===== src/rtl/mem_access_unit.sv =====
// Memory access sequencer: instruction fetch, data load and data store towards the RAM controller.
// Owns the PC and IR. Optional macro ADDR_FAULT_EN blocks accesses whose address has bit AW-1 set.
module mem_access_unit #(
    parameter int            AW       = 9,
    parameter logic [AW-1:0] RESET_PC = '0
) (
    input  logic          clk,
    input  logic          reset_n,
    input  logic          fetch_req,
    input  logic          ld_req,
    input  logic          st_req,
    input  logic          pc_load,
    input  logic [AW-1:0] addr_in,
    input  logic [AW-1:0] pc_in,
    input  logic [15:0]   st_data,
    output logic [1:0]    mem_cmd,
    output logic [AW-1:0] mem_addr,
    output logic [15:0]   write_data,
    input  logic [15:0]   read_data,
    output logic [AW-1:0] pc,
    output logic [15:0]   ir,
    output logic [15:0]   ld_data,
    output logic          busy,
    output logic          done,
    output logic          fault
);

    localparam logic [1:0] MNONE  = 2'b00;
    localparam logic [1:0] MREAD  = 2'b01;
    localparam logic [1:0] MWRITE = 2'b10;

    localparam logic [2:0] S_IDLE = 3'd0;
    localparam logic [2:0] S_IF1  = 3'd1;
    localparam logic [2:0] S_IF2  = 3'd2;
    localparam logic [2:0] S_LD1  = 3'd3;
    localparam logic [2:0] S_LD2  = 3'd4;
    localparam logic [2:0] S_ST   = 3'd5;
    localparam logic [2:0] S_DONE = 3'd6;

    logic [2:0]    state_q, state_d;
    logic [AW-1:0] pc_q, pc_d;
    logic [15:0]   ir_q, ir_d;
    logic [15:0]   ld_data_q, ld_data_d;
    logic [AW-1:0] addr_q, addr_d;
    logic [15:0]   wdata_q, wdata_d;
    logic          fault_q, fault_d;

    // NOTE: every variable gets a default before the case so no path can infer a latch.
    always_comb begin
        state_d   = state_q;
        pc_d      = pc_q;
        ir_d      = ir_q;
        ld_data_d = ld_data_q;
        addr_d    = addr_q;
        wdata_d   = wdata_q;
        fault_d   = 1'b0;
        case (state_q)
            S_IDLE: begin
                if (pc_load) begin
                    pc_d    = pc_in;
                    state_d = S_DONE;
                end else if (st_req) begin
`ifdef ADDR_FAULT_EN
                    if (addr_in[AW-1]) begin
                        fault_d = 1'b1;
                        state_d = S_DONE;
                    end else begin
                        addr_d  = addr_in;
                        wdata_d = st_data;
                        state_d = S_ST;
                    end
`else
                    addr_d  = addr_in;
                    wdata_d = st_data;
                    state_d = S_ST;
`endif
                end else if (ld_req) begin
`ifdef ADDR_FAULT_EN
                    if (addr_in[AW-1]) begin
                        fault_d = 1'b1;
                        state_d = S_DONE;
                    end else begin
                        addr_d  = addr_in;
                        state_d = S_LD1;
                    end
`else
                    addr_d  = addr_in;
                    state_d = S_LD1;
`endif
                end else if (fetch_req) begin
`ifdef ADDR_FAULT_EN
                    if (pc_q[AW-1]) begin
                        fault_d = 1'b1;
                        state_d = S_DONE;
                    end else begin
                        state_d = S_IF1;
                    end
`else
                    state_d = S_IF1;
`endif
                end
            end
            S_IF1: state_d = S_IF2;
            S_IF2: begin
                ir_d    = read_data;
                pc_d    = pc_q + AW'(1);
                state_d = S_DONE;
            end
            S_LD1: state_d = S_LD2;
            S_LD2: begin
                ld_data_d = read_data;
                state_d   = S_DONE;
            end
            S_ST:    state_d = S_DONE;
            S_DONE:  state_d = S_IDLE;
            default: state_d = S_IDLE;
        endcase
    end

    // NOTE: state registers use non-blocking assignments so all flops update together at the edge.
    always_ff @(posedge clk or negedge reset_n) begin
        if (!reset_n) begin
            state_q   <= S_IDLE;
            pc_q      <= RESET_PC;
            ir_q      <= 16'h0000;
            ld_data_q <= 16'h0000;
            addr_q    <= '0;
            wdata_q   <= 16'h0000;
            fault_q   <= 1'b0;
        end else begin
            state_q   <= state_d;
            pc_q      <= pc_d;
            ir_q      <= ir_d;
            ld_data_q <= ld_data_d;
            addr_q    <= addr_d;
            wdata_q   <= wdata_d;
            fault_q   <= fault_d;
        end
    end

    // Outputs decode from state alone, so an async reset drops mem_cmd without waiting for an edge.
    always_comb begin
        mem_cmd    = MNONE;
        mem_addr   = pc_q;
        write_data = 16'h0000;
        case (state_q)
            S_IF1, S_IF2: mem_cmd = MREAD;
            S_LD1, S_LD2: begin
                mem_cmd  = MREAD;
                mem_addr = addr_q;
            end
            S_ST: begin
                mem_cmd    = MWRITE;
                mem_addr   = addr_q;
                write_data = wdata_q;
            end
            default: mem_cmd = MNONE;
        endcase
    end

    assign pc      = pc_q;
    assign ir      = ir_q;
    assign ld_data = ld_data_q;
    assign busy    = (state_q != S_IDLE);
    assign done    = (state_q == S_DONE);

`ifdef ADDR_FAULT_EN
    assign fault = fault_q;
`else
    logic unused_fault;
    assign unused_fault = fault_q;
    assign fault        = 1'b0;
`endif

endmodule


===== config.mk =====
export PLATFORM = sky130hd
export DESIGN_NAME = mem_access_unit
export DESIGN_NICKNAME = d
export VERILOG_FILES = /design/src/rtl/mem_access_unit.sv
export SDC_FILE = /design/constraint.sdc
export NUM_CORES = 1
export LEC_CHECK = 0
export CAP_MARGIN = 40
export CORE_MARGIN = 2
export CORE_UTILIZATION = 40
export DETAILED_ROUTE_END_ITERATION = 10
export PLACE_DENSITY = 0.83
export RECOVER_POWER = 100
export SYNTH_ARGS = -nofsm -noshare
export SYNTH_HDL_FRONTEND = slang
export SYNTH_SLANG_ARGS = --single-unit

===== constraint.sdc =====
create_clock -name clk -period 1.95 [get_ports clk]
set_clock_uncertainty 0.15 [all_clocks]
set_input_delay 0.39 -clock clk [delete_from_list [all_inputs] [get_ports clk]]
set_output_delay 0.39 -clock clk [all_outputs]
set_load 0.1 [all_outputs]

==> metrics, run 1 <==
outcome finished with violations; failing checks setup timing; worst setup margin -0.3345 ns; buffer levels on the longest clock path 2; top cell type by total area after synthesis dfrtp_1; routed via count divided by cell count 5.185; count of mapped cells out of synthesis 284; post-layout instance count excluding filler cells 542; Die H 94.96 um; remaining design rule violation count 0; DR iter-0 viols between 100 and 150; Max transition margin 0.4578; overall global routing resource usage 0.2074; Placeable Area roughly 8100 um2; Synth cell types 50; Total Wirelength between 9000 and 10000 um; number of synthesis warnings 0; clock period minus final worst setup slack between 2 and 2.5 ns; io pins 127; CTS tree yes; CP endpoint kind output port; detailed placement HPWL roughly 6700 um; number of I/O port buffers ~130; via count of the routed design between 2000 and 3000; area added between synthesis and finish 65.10%; data required time at the worst endpoint between 1 and 1.5 ns; largest cells by area after synthesis dfrtp_1 (52%), mux2_2 (13%), nand2_1 (6.1%), mux2_4 (4.5%), and2_1 (3.2%); count of final hold-check violations 0; crit path max fanout 9; setup TNS -8.769 ns; starting density of the core 0.4069; number of rows created at floorplan 33; worst endpoint data arrival time 1.74 ns; worst hold-check slack ~0.33 ns; proportion of layout cells with a drive suffix above 1 0.4554; max-cap check violation count 0; slew at the pin with the worst max-slew slack 0.8133 ns; # H-tree levels 3; Synth top area share 0.5217; # diodes 0; RSZ-0062 raised after global routing yes; horizontal extent of the die 94.96 um; Top FF cell, synth dfrtp_1; Final Slew Violations 0; clock buffer count from CTS 9; Post-DRT Antenna Nets 0; Die Footprint roughly 9000 um2; cell area after synthesis 3309 um2; Syn Area/Cell between 10 and 15 um2; kind of path behind the tightest hold check flip-flop to flip-flop; Filler Cell Count roughly 580; pin count of the biggest net entering global routing 40; synthesized netlist net count between 300 and 400; count of flip-flops with a built-in enable after synthesis 0; final weighted congestion in routability-driven placement 0.8252; final setup fails between 40 and 50; Setup crit start kind flip-flop; async set-reset flop share out of synthesis 1.000; Wirelength per Cell 17.16 um; placed cell areas 5573 um2; wire length of the first global-routing pass 14210 um; post-CTS clock slew at the launch and capture registers of the worst setup and hold paths ~0.070 ns; Clk Tree Root Cell clkbuf_8; sequential-to-total area share from yosys stat 0.5217; peak clock frequency supported by timing 437.7 MHz; vias in the first global route ~2800; initial antenna violation count 0; clk sinks 69; residual overflow from global routing 0; share of the clock period used by the worst path after layout 1.172; Design Area, Final between 5000 and 6000 um2; post-synthesis sequential element count 69; Total Nets Final slightly below 500; Critical Setup Path Class flip-flop to output port; Pre-Repair DR Iteration Count 5; source-to-sink clock delay at the later pin of the worst-skew pair roughly 0.34 ns; Post-Place Cells between 500 and 600
-- cell families after synthesis --
group           after synthesis  synth area share
xor+xnor                      1          0.002647
flops                        69            0.5217
buf+inv                      21           0.03970
compound gates               31           0.06918
mux                          53            0.1943
other cells                   1          0.001133
simple gates                107            0.1675
fa+ha+maj                     1          0.003780
-- synthesized netlist by cell type, types with 2 or more instances --
| cell type | number |
|---|---|
| and3_1 | 3 |
| or2_2 | 2 |
| nor4_1 | 4 |
| nand3_1 | 2 |
| or3_1 | 3 |
| nand2_1 | 54 |
| dfrtp_1 | 69 |
| mux2_2 | 39 |
| o21bai_1 | 2 |
| buf_6 | 4 |
| a311oi_1 | 2 |
| nand2b_1 | 2 |
| buf_2 | 6 |
| buf_4 | 4 |
| o21a_1 | 2 |
| and4_1 | 2 |
| a21oi_1 | 3 |
| mux2_4 | 10 |
| clkbuf_1 | 6 |
| o21ai_0 | 5 |
| nor2_1 | 8 |
| a31oi_1 | 4 |
| mux2i_1 | 2 |
| a211oi_1 | 3 |
| and2_1 | 17 |
| nor4b_1 | 2 |
-- layer usage --
metal | track usage | routed length [um] | up-vias
met5 | 0 | 0 | -
met4 | 0.06763 | 155 | 0
met3 | 0.04948 | 580 | 14
met2 | 0.3505 | 4863 | 126
met1 | 0.2621 | 3702 | 1389
li1 | - | - | 1281
-- through the flow --
stage / setup WS (ns) / util
detailed placement: -0.1505 / 0.6851
floorplan: -0.1451 / -
global route: -0.3982 / 0.6717
finish: -0.3345 / 0.6717
global placement: -0.04887 / 0.6851
CTS: -0.3482 / 0.7193
-- cell type report --
class	count	area, um2	area share
timing repair buffer	157	1803	0.3300
sequential	69	1730	0.3167
multi-input combinational	194	1568	0.2869
clock buffer	11	141.4	0.02588
tap	105	131.4	0.02404
clock inverter	5	83.83	0.01534
inverter	1	6.256	0.001145
-- final timing paths --
kind	start	to	slack (ns)	cells past startpoint
worst max register to register	state_q[0]	wdata_q[8]	-0.10	5
min in group asynchronous	reset_n	state_q[0]	0.50	2
worst min-delay path	ir[0]	ir[0]	0.33	2
worst max-delay path	state_q[1]	mem_addr[8]	-0.33	5
max in group asynchronous	reset_n	wdata_q[3]	0.09	4
worst min register to register	ir[0]	ir[0]	0.33	2
-- placed cells by master (no fill, tap or decap), types with 2 or more instances in the layout --
cell type,n
dfrtp_1,66
nand2_1,53
clkdlybuf4s50_1,53
buf_12,42
mux2_2,33
clkbuf_2,33
mux2_4,16
and2_4,16
buf_4,14
clkbuf_8,10
buf_6,9
nor2_1,7
o21ai_0,5
a31oi_1,4
nor4_1,4
a211oi_1,3
a21oi_1,3
clkbuf_1,3
dfrtp_2,3
o21a_1,2
nand3_1,2
or3_1,2
or2_2,2
o21bai_1,2
nor4b_1,2
and3_1,2
a311oi_1,2
mux2i_1,2
nand2b_1,2
and4_1,2
bufinv_16,2
clkinvlp_4,2
dlygate4sd3_1,2
-- critical path, stage by stage (launching register included) --
cell     delay, ns
dfrtp_2       0.45
nand2_4       0.07
mux2i_4       0.18
buf_12        0.17
mux2_2        0.37
buf_12        0.17
-- registers in the layout (all words and copies together) (netlist names) --
name,cells
state_q,3
ir,16
wdata_q,16
pc,9
addr_q,9
ld_data,16
-- what timing repair did --
item | CTS | global route
gates resized for setup | 9 | 24
pin swaps | 2 | 11
endpoints found under the hold margin | 11 | 0
buffers inserted | 1 | 7
setup endpoints to repair | 28 | 37
hold buffers | 1 | 0
cloned | 0 | 2
Power of run 1 is not shown: default switching activity piles up to over one toggle a cycle in this logic, so the estimate is an artifact.
==> inputs of run 2 (changes only) <==
--- a/config.mk
+++ b/config.mk
@@ -6,10 +6,12 @@
 export NUM_CORES = 1
 export LEC_CHECK = 0
 export CAP_MARGIN = 40
+export CELL_PAD_IN_SITES_DETAIL_PLACEMENT = 1
+export CELL_PAD_IN_SITES_GLOBAL_PLACEMENT = 2
 export CORE_MARGIN = 2
-export CORE_UTILIZATION = 40
+export CORE_UTILIZATION = 27
 export DETAILED_ROUTE_END_ITERATION = 10
-export PLACE_DENSITY = 0.83
+export PLACE_DENSITY = 0.89
 export RECOVER_POWER = 100
 export SYNTH_ARGS = -nofsm -noshare
 export SYNTH_HDL_FRONTEND = slang
==> run 2 against run 1 <==
- the run still ends with setup timing left
- flip-flop and latch count unchanged
- non-clock buffer count down 8
- maximum frequency up 1.6%
- sequential share of layout area about the same
- setup slack better by 0.035 ns
- register-to-register slack better by 0.02 ns
- die area up 46%
==> metrics, run 2 (same netlist as run 1, synthesis figures left out) <==
outcome finished with violations; source-to-sink clock delay at the later pin of the worst-skew pair 0.33 ns (about the same); Die H 114.7 um (+21%); Max transition margin 0.4405 (-0.01731); total routed wire length on the met1 layer 4163 um (+12%); Routed met3 length 538 um (-7.2%); worst hold-check slack 0.3284 ns (+0.0001570 ns); DR WL met2 5210 um (+7.1%); CP Launch Point state_q[1]; Post-DRT Antenna Nets 0 (unchanged); clock period minus final worst setup slack 2.250 ns (-0.03496 ns); share of the clock period used by the worst path after layout 1.154 (-0.01793); final setup fails 44 (-2.2%); startpoint of the worst hold path ir[12]; CTS tree yes; io pins 127 (unchanged); detailed placement HPWL 7479 um (+12%); data required time at the worst endpoint 1.41 ns (about the same); vias in the first global route 3061 (+8.3%); DR iter-0 viols 56 (-57%); failing checks setup timing; remaining design rule violation count 0 (unchanged); Total Wirelength 10060 um (+8.2%); launch point of the worst reg-to-reg path state_q[0]; clock buffer count from CTS 9 (unchanged); # diodes 0 (unchanged); worst endpoint data arrival time 1.71 ns (-0.03 ns); count of final hold-check violations 0 (unchanged); Final Slew Violations 0 (unchanged); initial antenna violation count 0 (unchanged); pre-CTS setup slack -0.1948 ns (-0.04439 ns); residual overflow from global routing 0 (unchanged); Total Nets Final 481 (-1.6%); max-cap check violation count 0 (unchanged); commonest non-fill, non-tap cell in the layout dfrtp_1; buffer levels on the longest clock path 2 (unchanged); clk sinks 69 (unchanged); worst setup margin -0.2996 ns (+0.03496 ns); proportion of layout cells with a drive suffix above 1 0.4545 (-0.0008321); routed via count divided by cell count 4.774 (-7.9%); slew at the pin with the worst max-slew slack 0.8392 ns (+0.02597 ns); area added between synthesis and finish 65.22% (about the same); number of rows created at floorplan 40 (+21%); final weighted congestion in routability-driven placement 0.7600 (-7.9%); crit path max fanout 17 (+8); CP bufs+invs 2 (unchanged); Wirelength per Cell 17.47 um (+1.8%); top routing layer in use met4; Clk Tree Root Cell clkbuf_16; # H-tree levels 3 (unchanged); Filler Cell Count 1301 (+130%); kind of path behind the tightest hold check flip-flop to flip-flop; delay contributed by the slowest stage of the critical path 0.50 ns (+0.05 ns); slowest library cell on the worst path or3_2; Setup crit start kind flip-flop; number of I/O port buffers 125 (unchanged); pin count of the biggest net entering global routing 41 (+2.5%); post-layout instance count excluding filler cells 576 (+6.3%); end-of-flow core utilization 0.4552 (-0.2165); Placeable Area 12010 um2 (+48%); horizontal extent of the die 114.7 um (+21%); RSZ-0062 raised after global routing yes; Pre-Repair DR Iteration Count 4 (-1); wire length of the first global-routing pass 16120 um (+13%); overall global routing resource usage 0.1595 (-0.04791); starting density of the core 0.2755 (-0.1313); Critical Path, Cell by Cell buf_4 > or3_2 > buf_12; Critical Setup Path Class flip-flop to output port; Die Footprint 13160 um2 (+46%); CP endpoint kind output port; Post-Place Cells 558 (+8.1%); commonest cells after routing, fill and taps aside dfrtp_1 (63), nand2_1 (53), clkdlybuf4s50_1 (53), buf_12 (41), mux2_2 (34); kind of cell adding the most delay to the critical path simple AND/OR/NAND/NOR gates; post-CTS clock slew at the launch and capture registers of the worst setup and hold paths 0.07 ns (about the same); via count of the routed design 2750 (-2.1%); peak clock frequency supported by timing 444.5 MHz (+1.6%)
[run 2: changes by cell type in the layout (fill, tap and decap cells not counted), sizes merged]
cell,previous run,this run
buf,65,60
bufinv,2,1
clkbuf,48,43
clkinv,1,2
clkinvlp,2,1
inv,1,4
[run 2: final timing paths]
check	end	slack, ns	cells past startpoint
min in group asynchronous	wdata_q[5]	0.55	2
max	busy	-0.30	3
max in group asynchronous	wdata_q[12]	0.25	3
max reg2reg	wdata_q[10]	-0.08	5
min	ir[12]	0.33	2
min reg2reg	ir[12]	0.33	2
[run 2: what timing repair did]
action / in CTS / in global routing
buffers inserted: 1 / 0
endpoints found under the hold margin: 29 / 0
hold buffers: 1 / 0
pin swaps: 2 / 0
setup endpoints to repair: 29 / 39
gates resized for setup: 3 / 3
[run 2: layout make-up]
type                            instances  area (um2)  share of cell area
Inverter                                1       3.754           0.0006865
Sequential cell                        69        1734              0.3172
Timing Repair Buffer                  149        1687              0.3085
Clock buffer                            9       225.2             0.04119
Clock inverter                          7       81.33             0.01487
Tap cell                              147       183.9             0.03364
Multi-Input combinational cell        194        1553              0.2840
[run 2: through the flow]
stage	TNS (ns)	cell area, um2
2_1_floorplan	-0.9267	3433
3_3_place_gp	-2.140	5628
3_5_place_dp	-4.519	5628
4_1_cts	-7.872	5963
5_1_grt	-11.07	5468
6_report	-7.753	5468
[run 2: worst register-to-register path: cells and delay by family, from the launching register on]
kind	cells	cell delay, ns
buffers and inverters	2	0.50
AND/OR/NAND/NOR	2	0.48
flip-flops	1	0.44
multiplexers	1	0.34
[run 2: layer usage]
metal | global-route usage | up-vias
met2 | 0.2840 | 87
met3 | 0.03653 | 11
li1 | - | 1273
met1 | 0.1897 | 1379
met4 | 0.05462 | 0
met5 | 0 | -
Power of run 2 is left out for the same reason.
==> inputs of run 3 (changes only) <==
==> constraint.sdc (replaced) <==
create_clock -name clk -period 1.95 [get_ports clk]
set_clock_uncertainty 0.15 [all_clocks]
set_input_delay 0.195 -clock clk [delete_from_list [all_inputs] [get_ports clk]]
set_output_delay 0.195 -clock clk [all_outputs]
set_load 0.1 [all_outputs]
==> run 3 against run 2 <==
- the run still ends with setup timing left
- core utilization down 1.6 points
- flip-flop and latch count did not move
- non-clock buffer count rose by 2
- critical endpoint is now mem_addr[2]
- wire length is 3.1% lower
- global-route usage is 0.21 points lower
- critical path depth rose by 2
- first-iteration DRC count up 95%
- clock-buffer cell count grew 2
- via count shrank 2.3%
- register-to-register slack gained 0.10 ns
- cell area shrank 3.5%
==> metrics, run 3 (same netlist as run 1, synthesis figures left out) <==
outcome finished with violations; failing checks setup timing; Total Wirelength 9751 um (-3.1%); Routed met3 length 694 um (+29%); clock buffer count from CTS 9 (unchanged); area added between synthesis and finish 59.47%; overall global routing resource usage 0.1574 (-0.002137); peak clock frequency supported by timing 477.2 MHz (+7.4%); initial antenna violation count 0 (unchanged); routed via count divided by cell count 4.671 (-2.2%); Wirelength per Cell 16.96 um (-2.9%); DR iter-0 viols 109 (+95%); io pins 127 (unchanged); buffer levels on the longest clock path 2 (unchanged); data required time at the worst endpoint 1.60 ns (+0.19 ns); Die H 114.7 um (unchanged); # diodes 0 (unchanged); kind of path behind the tightest hold check primary input to flip-flop; total routed wire length on the met1 layer 3939 um (-5.4%); slew at the pin with the worst max-slew slack 0.8649 ns (+0.02564 ns); Total Nets Final 483 (+0.42%); Critical Setup Path Class flip-flop to output port; top routing layer in use met4; number of rows created at floorplan 40 (unchanged); worst setup margin -0.1454 ns (+0.1542 ns); clk sinks 69 (unchanged); count of final hold-check violations 0 (unchanged); remaining design rule violation count 0 (unchanged); Pre-Repair DR Iteration Count 4 (unchanged); horizontal extent of the die 114.7 um (unchanged); source-to-sink clock delay at the later pin of the worst-skew pair 0.34 ns (about the same); share of the clock period used by the worst path after layout 1.075 (-0.07907); number of I/O port buffers 125 (unchanged); detailed placement HPWL 7218 um (-3.5%); crit path max fanout 9 (-8); vias in the first global route 2921 (-4.6%); pin count of the biggest net entering global routing 38 (-7.3%); Setup crit start kind flip-flop; CP endpoint kind output port; Post-DRT Antenna Nets 0 (unchanged); worst hold-check slack 0.2627 ns (-0.06574 ns); Die Footprint 13160 um2 (unchanged); commonest non-fill, non-tap cell in the layout dfrtp_1; CTS tree yes; Final Slew Violations 0 (unchanged); DR WL met2 5026 um (-3.5%); max-cap check violation count 0 (unchanged); # H-tree levels 3 (unchanged); final setup fails 26 (-41%); clock period minus final worst setup slack 2.095 ns (-0.1542 ns); Filler Cell Count 1300 (-0.077%); worst endpoint data arrival time 1.75 ns (+0.04 ns); via count of the routed design 2686 (-2.3%); starting density of the core 0.2755 (unchanged); RSZ-0062 raised after global routing yes; Placeable Area 12010 um2 (unchanged); commonest cells after routing, fill and taps aside dfrtp_1 (64), nand2_1 (54), clkdlybuf4s50_1 (54), clkbuf_2 (40), mux2_2 (37); residual overflow from global routing 0 (unchanged); Max transition margin 0.4234 (-0.01709); post-CTS clock slew at the launch and capture registers of the worst setup and hold paths 0.05 ns (-0.02 ns); wire length of the first global-routing pass 15680 um (-2.7%); final weighted congestion in routability-driven placement 0.7536 (-0.84%); Register-to-Register Setup Slack 0.02 ns (+0.10 ns); proportion of layout cells with a drive suffix above 1 0.4369 (-0.01763); end-of-flow core utilization 0.4394 (-0.01583); Clk Tree Root Cell clkbuf_16
## run 3: changes by cell type in the layout (fill, tap and decap cells not counted), moves of 2 or more
cell and delta:
inv_6 -3, clkbuf_2 +7, mux2_4 -3, clkbuf_4 +3, and2_2 -3, clkinv_4 -2
and2_4 +3, mux2_2 +3, buf_6 +2, buf_4 -2, buf_12 -9
## run 3: per-stage QoR
stage / cells / worst slack [ns] / instance area [um2] / setup TNS [ns]
finish: 575 / -0.1454 / 5278 / -1.915
global placement: 559 / 0.07747 / 5147 / 0
floorplan: 284 / -0.2800 / 3373 / -0.2800
global route: 575 / -0.1997 / 5278 / -5.306
CTS: 575 / -0.1651 / 5455 / -2.599
detailed placement: 559 / 0.03322 / 5147 / 0
## run 3: area by class of cell
class,instances,area [um2],area share
Sequential cell,69,1733,0.3284
Timing Repair Buffer,151,1587,0.3006
Multi-Input combinational cell,194,1515,0.2871
Clock buffer,11,242.7,0.04599
Tap cell,147,183.9,0.03485
Clock inverter,2,12.51,0.002371
Inverter,1,3.754,0.0007112
## run 3: repair_timing
action | in CTS | in global routing
hold endpoints to repair | 32 | 0
setup endpoints to repair | 27 | 28
hold buffers | 1 | 0
gates cloned | 1 | 0
setup buffers | 1 | 0
resized for setup | 10 | 3
## run 3: path summary, 6_finish.rpt
path,start,endpoint,cells past startpoint
max in group asynchronous,reset_n,wdata_q[3],3
hold reg to reg,ir[9],ir[9],2
setup reg to reg,state_q[0],pc[8],6
hold / removal,read_data[3],ir[3],3
setup / recovery,state_q[1],mem_addr[2],5
min in group asynchronous,reset_n,ld_data[0],2
## run 3: worst max-delay path, stage by stage, from the launching register on
cell and delay, ns:
dfrtp_1 0.40, buf_4 0.16, mux2i_4 0.16, buf_12 0.15
mux2_2 0.37, buf_12 0.17
## run 3: per-layer routing
layer | global-route usage | vias up
li1 | - | 1262
met1 | 0.1779 | 1338
met2 | 0.2750 | 79
met3 | 0.06776 | 7
met4 | 0.03855 | 0
met5 | 0 | -
Power of run 3 is left out for the same reason.
